===== config.mk =====
export PLATFORM = sky130hd
export DESIGN_NAME = monitor_contador
export DESIGN_NICKNAME = d
export VERILOG_FILES = /design/src/rtl/contador_pkg.sv /design/src/rtl/monitor_contador_sat_counter.sv /design/src/rtl/monitor_contador.sv
export SDC_FILE = /design/constraint.sdc
export NUM_CORES = 1
export LEC_CHECK = 0
export BUFFER_PORTS_ARGS = -buffer_cell sky130_fd_sc_hd__buf_2
export CELL_PAD_IN_SITES_DETAIL_PLACEMENT = 0
export CELL_PAD_IN_SITES_GLOBAL_PLACEMENT = 2
export CORE_MARGIN = 10
export CORE_UTILIZATION = 32
export CTS_CLUSTER_DIAMETER = 80
export DETAILED_ROUTE_END_ITERATION = 10
export PLACE_DENSITY_LB_ADDON = 0.3
export SLEW_MARGIN = 20
export SYNTH_ARGS = -nofsm -noshare
export SYNTH_HDL_FRONTEND = slang
export SYNTH_SLANG_ARGS = --single-unit

===== constraint.sdc =====
create_clock -name clk -period 1.9 [get_ports clk]
set_input_delay 0.095 -clock clk [delete_from_list [all_inputs] [get_ports clk]]
set_output_delay 0.095 -clock clk [all_outputs]
set_load 0.005 [all_outputs]

===== src/rtl/contador_pkg.sv =====
// Shared definitions for the contador counter family and its stream monitor.
//   CONTADOR_WIDTH : default width of the count bus
//   mon_state_t    : monitor FSM encoding (IDLE / ACQ / LOCK)
//   next_count()   : (value + 1) mod 2^width
package contador_pkg;

  localparam int unsigned CONTADOR_WIDTH = 3;

  typedef enum logic [1:0] {
    IDLE = 2'd0,
    ACQ  = 2'd1,
    LOCK = 2'd2
  } mon_state_t;

  function automatic logic [31:0] next_count(input logic [31:0] value,
                                             input int unsigned width);
    logic [31:0] mask;
    mask = (width >= 32) ? '1 : ((32'd1 << width) - 32'd1);
    return (value + 32'd1) & mask;
  endfunction

endpackage


===== src/rtl/monitor_contador_sat_counter.sv =====
// Saturating up-counter with synchronous clear.
//   clk : rising-edge clock
//   rst : asynchronous reset, active-low
//   clr : synchronous clear to zero (priority over inc)
//   inc : increment request; dropped once q is all-ones
//   q   : count value
module sat_counter #(
  parameter int unsigned W = 8
) (
  input  logic         clk,
  input  logic         rst,
  input  logic         clr,
  input  logic         inc,
  output logic [W-1:0] q
);

  always_ff @(posedge clk or negedge rst) begin
    if (!rst) begin
      q <= '0;
    end else if (clr) begin
      q <= '0;
    end else if (inc && (q != '1)) begin
      q <= q + 1'b1;
    end
  end

endmodule


===== src/rtl/monitor_contador.sv =====
// Receive-side checker for a free-running modulo-2^WIDTH counter stream.
// Locks after LOCK_N consecutive correct increments (following one reference
// sample), then flags any skip, hold or jump.
//   clk        : rising-edge clock
//   rst        : asynchronous reset, active-low
//   count_in   : count value under observation
//   sample_en  : count_in is sampled at this edge
//   clear      : synchronous clear of FSM and statistics (beats sample_en)
//   locked     : monitor is locked on a valid sequence
//   err_pulse  : one-cycle pulse per sequence error detected while locked
//   err_count  : saturating error count
//   wrap_count : saturating count of max->0 wraps seen while locked
//   expected   : next value the monitor expects
module monitor_contador
  import contador_pkg::*;
#(
  parameter int unsigned WIDTH  = CONTADOR_WIDTH,
  parameter int unsigned LOCK_N = 4,
  parameter int unsigned ERR_W  = 8,
  parameter int unsigned WRAP_W = 8
) (
  input  logic              clk,
  input  logic              rst,
  input  logic [WIDTH-1:0]  count_in,
  input  logic              sample_en,
  input  logic              clear,
  output logic              locked,
  output logic              err_pulse,
  output logic [ERR_W-1:0]  err_count,
  output logic [WRAP_W-1:0] wrap_count,
  output logic [WIDTH-1:0]  expected
);

  localparam int unsigned GR_W = $clog2(LOCK_N + 1);

  mon_state_t      r_state, w_state_nx;
  logic [WIDTH-1:0] r_prev;
  logic [WIDTH-1:0] r_expected;
  logic [GR_W-1:0]  r_good_run, w_good_run_nx;
  logic             r_locked, w_locked_nx;
  logic             r_err_pulse;
  logic             w_load;
  logic             w_err;
  logic             w_wrap;
  logic             w_match;

  // r_expected always holds prev+1, so matching is a direct compare
  assign w_match = (count_in == r_expected);

  always_ff @(posedge clk or negedge rst) begin
    if (!rst) begin
      r_state <= IDLE;
    end else begin
      r_state <= w_state_nx;
    end
  end

  always_comb begin
    w_state_nx    = r_state;
    w_good_run_nx = r_good_run;
    w_locked_nx   = r_locked;
    w_load        = 1'b0;
    w_err         = 1'b0;
    w_wrap        = 1'b0;
    if (clear) begin
      w_state_nx    = IDLE;
      w_good_run_nx = '0;
      w_locked_nx   = 1'b0;
    end else if (sample_en) begin
      w_load = 1'b1;
      case (r_state)
        IDLE: begin
          w_good_run_nx = '0;
          w_state_nx    = ACQ;
        end
        ACQ: begin
          if (w_match) begin
            w_good_run_nx = r_good_run + 1'b1;
            if (r_good_run == GR_W'(LOCK_N - 1)) begin
              w_state_nx  = LOCK;
              w_locked_nx = 1'b1;
            end
          end else begin
            w_good_run_nx = '0;
          end
        end
        LOCK: begin
          if (w_match) begin
            w_wrap = (r_prev == '1) && (count_in == '0);
          end else begin
            w_err         = 1'b1;
            w_locked_nx   = 1'b0;
            w_good_run_nx = '0;
            w_state_nx    = ACQ;
          end
        end
        default: begin
          w_state_nx    = IDLE;
          w_good_run_nx = '0;
          w_locked_nx   = 1'b0;
        end
      endcase
    end
  end

  always_ff @(posedge clk or negedge rst) begin
    if (!rst) begin
      r_prev      <= '0;
      r_expected  <= '0;
      r_good_run  <= '0;
      r_locked    <= 1'b0;
      r_err_pulse <= 1'b0;
    end else begin
      r_good_run  <= w_good_run_nx;
      r_locked    <= w_locked_nx;
      r_err_pulse <= w_err;
      if (clear) begin
        r_prev     <= '0;
        r_expected <= '0;
      end else if (w_load) begin
        r_prev     <= count_in;
        r_expected <= WIDTH'(next_count(32'(count_in), WIDTH));
      end
    end
  end

  sat_counter #(.W(ERR_W)) u_err_cnt (
    .clk (clk),
    .rst (rst),
    .clr (clear),
    .inc (w_err),
    .q   (err_count)
  );

  sat_counter #(.W(WRAP_W)) u_wrap_cnt (
    .clk (clk),
    .rst (rst),
    .clr (clear),
    .inc (w_wrap),
    .q   (wrap_count)
  );

  assign locked    = r_locked;
  assign err_pulse = r_err_pulse;
  assign expected  = r_expected;

endmodule


==> flow_summary.json <==
{
  "run_status": "complete, no violations",
  "drt_iter0_drc": 83,
  "timing.final.hold_violations": 0,
  "totalWireLength_mm": 4.13,
  "syn-instance-count": 157,
  "final_core_utilization": 0.409,
  "wl_per_cell_um": 15.4,
  "max_cap_violations": 0,
  "h-tree-depth": 2,
  "slew_headroom": 0.544,
  "global_route.peak_usage_layer": "met2",
  "detailroute.via_count": 1390,
  "fp.dieH_um": 91.7,
  "synth_top_flop_cell": "sky130_fd_sc_hd__dfrtp_1",
  "critPathArrivalTime_ps": 1970,
  "post-place-cells": 261,
  "number_of_iterations_in_the_first_detailed_routing_pass": 4,
  "grt_util_met1": 0.123,
  "path_class": "reg2reg",
  "yosys.area.top_type": "sky130_fd_sc_hd__dfrtp_1",
  "finalWeightedCongestion": 0.790,
  "ys.warnings.count": 0,
  "drive_gt1_frac": 0.291,
  "synth.distinct_cells": 42,
  "coreArea_sq_um": 5040,
  "cts-buffers-inserted": 5,
  "worst_setup_hold_path_clk_slew_ps": 60,
  "async_flop_share": 1.00,
  "nets": 212,
  "peakVddDrop_v": 0.000446,
  "cts_tree": "done",
  "chipWidth_um": 91.7,
  "n_antenna_cell": 0,
  "number_of_nets_still_failing_antenna_checks_after_routing": 0,
  "hold-worst-slack_ps": 94.5,
  "drv_slew": 0,
  "unrepaired_setup_endpoints_after_global_routing": "false",
  "grt_pass1_wl_mm": 7.00,
  "first_global_vias": 1455,
  "seqCellArea_sq_um": 726,
  "power.density_cell_area_nw_per_um2": 612,
  "grt_start_max_net_pins": 30,
  "fin_crit_sh": 0.951,
  "area_taken_by_multi_input_logic_gates_sq_um": 867,
  "post_syn_nets": 170,
  "start_kind": "flop",
  "synth_sequential_area_ratio": 0.441,
  "syn_area_sq_um": 1650,
  "grt_use_met3": 0.0342,
  "synth.top_cell.area_share": 0.441,
  "vias_per_cell": 5.17,
  "globalRoute.totalOverflow": 0,
  "synth-edff-count": 0,
  "floorplan.io_pins": 28,
  "cp_max_fo": 11,
  "worst_ep_required_time_ps": 2060,
  "timing.hold.worst.class": "in2reg",
  "area_growth_syn_to_layout_pct": 25.3,
  "ctsLongestPathBuffers": 2,
  "setup.worst_path.end_class": "flop",
  "synthTopCellsByCount": "sky130_fd_sc_hd__dfrtp_1 (29), sky130_fd_sc_hd__nor2_1 (14), sky130_fd_sc_hd__a21oi_1 (9), sky130_fd_sc_hd__inv_1 (8), sky130_fd_sc_hd__nand3_1 (7)",
  "clock_sinks": 29,
  "drcViolationCount": 0,
  "start_util": 0.326,
  "yosys-top-cells-area": "sky130_fd_sc_hd__dfrtp_1 (44%), sky130_fd_sc_hd__ha_1 (4.6%), sky130_fd_sc_hd__nor2_1 (3.2%)",
  "rows": 26,
  "hpwl_mm": 2.99,
  "tightestPinTransition_ps": 684,
  "fin_worst_skew_ps": 4.20,
  "fin_cells": 269,
  "antenna_found_initial": 0,
  "fraction_of_met2_tracks_used_by_global_routing": 0.162,
  "syn_avg_cell_area_sq_um": 10.5,
  "grtUsageTotal": 0.101,
  "insertion_delay_ps": 270,
  "clock_tree.root_cell": "sky130_fd_sc_hd__clkbuf_8",
  "post-synth-top-count-cell": "sky130_fd_sc_hd__dfrtp_1",
  "post-route-min-period_ps": 1810,
  "ys_seq_elements": 29,
  "max_freq_mhz": 553,
  "fillCellCount": 515,
  "dieArea_sq_um": 8410,
  "port_buffers": 27,
  "setup_viol": 0,
  "power_leakage_uw": 0.000943
}
==> path summary, 6_finish.rpt <==
| check | from | cells after the start | end | slack, ps |
|---|---|---|---|---|
| max in group asynchronous | rst | 2 | r_good_run[0] | 1060 |
| min in group asynchronous | rst | 2 | u_err_cnt.q[4] | 400 |
| min | count_in[0] | 2 | expected[0] | 90 |
| max | expected[0] | 5 | u_wrap_cnt.q[5] | 90 |
| min reg2reg | r_good_run[2] | 1 | r_good_run[2] | 520 |
| max reg2reg | expected[0] | 5 | u_wrap_cnt.q[5] | 90 |
==> flip-flops by register name, summed over array words and instances (netlist names) <==
name          cells
expected          3
u_wrap_cnt.q      8
r_state           2
err_pulse         1
r_good_run        3
u_err_cnt.q       8
locked            1
r_prev            3
==> placed cells by master, fill, tap and decap left out, types with 2 or more instances in the layout <==
cell type / n
sky130_fd_sc_hd__o21ai_0: 4
sky130_fd_sc_hd__nor2b_1: 5
sky130_fd_sc_hd__a22o_1: 3
sky130_fd_sc_hd__nand3_1: 7
sky130_fd_sc_hd__or4_1: 3
sky130_fd_sc_hd__mux2_1: 4
sky130_fd_sc_hd__a211oi_1: 2
sky130_fd_sc_hd__xor2_1: 3
sky130_fd_sc_hd__a21oi_1: 9
sky130_fd_sc_hd__clkbuf_8: 6
sky130_fd_sc_hd__o311ai_1: 2
sky130_fd_sc_hd__o311ai_0: 2
sky130_fd_sc_hd__nand4_1: 3
sky130_fd_sc_hd__buf_4: 16
sky130_fd_sc_hd__nor4_4: 5
sky130_fd_sc_hd__and4_1: 2
sky130_fd_sc_hd__ha_1: 6
sky130_fd_sc_hd__dfrtp_1: 29
sky130_fd_sc_hd__o41ai_1: 4
sky130_fd_sc_hd__mux2i_1: 4
sky130_fd_sc_hd__inv_1: 8
sky130_fd_sc_hd__nand2_1: 6
sky130_fd_sc_hd__or3_1: 2
sky130_fd_sc_hd__nor2_1: 14
sky130_fd_sc_hd__buf_2: 27
sky130_fd_sc_hd__o31ai_1: 5
==> cells by family (layout without fill, tap and decap cells) <==
family | after synthesis | in the layout | synth area share
compound gates | 37 | 37 | 0.163
xor+xnor | 4 | 4 | 0.0213
fa+ha+maj | 6 | 6 | 0.0456
buf+inv | 17 | 59 | 0.0517
flops | 29 | 29 | 0.441
mux | 9 | 9 | 0.0586
simple gates | 55 | 55 | 0.218
==> worst max-delay path, cell delays in order, from the launching register on <==
cell and delay [ps]:
sky130_fd_sc_hd__dfrtp_1 390, sky130_fd_sc_hd__xor2_1 190, sky130_fd_sc_hd__or3_4 450, sky130_fd_sc_hd__buf_4 190
sky130_fd_sc_hd__nor4_4 140, sky130_fd_sc_hd__mux2_1 340
==> stage by stage <==
stage / setup TNS [ps] / total power (uW) / setup slack (ps) / area [sq um]
2_1_floorplan: 0 / 712 / 74.2 / 1670
3_3_place_gp: 0 / 760 / 25.3 / 1960
3_5_place_dp: -75.7 / 763 / -27.4 / 1960
4_1_cts: 0 / 1290 / 48.3 / 2060
5_1_grt: 0 / 1320 / 4.40 / 2060
6_report: 0 / 1260 / 93.0 / 2060
==> power by group <==
| part | switching [uW] | internal [uW] |
|---|---|---|
| Clock | 221 | 287 |
| Combinational | 73.4 | 46.5 |
| Sequential | 6.36 | 628 |
| Total | 301 | 961 |
==> area by class of cell <==
class / count / share of cell area
inverter: 8 / 0.0146
multi-input combinational: 111 / 0.421
clock buffer: 7 / 0.0419
timing repair buffer: 44 / 0.129
sequential: 29 / 0.352
tap: 70 / 0.0425
==> routing by layer <==
layer  wire, um  vias to the layer above
li1           -                      677
met5          0                        -
met3        233                        5
met4         42                        0
met2       1930                       28
met1       1930                      680
==> what timing repair did <==
action                     CTS  global route
buffers inserted             0             0
hold buffers                 1             0
hold endpoints to repair    29             0
setup endpoints to repair    4             3
resized for setup            1             3
(Power assumes the default switching activity.)
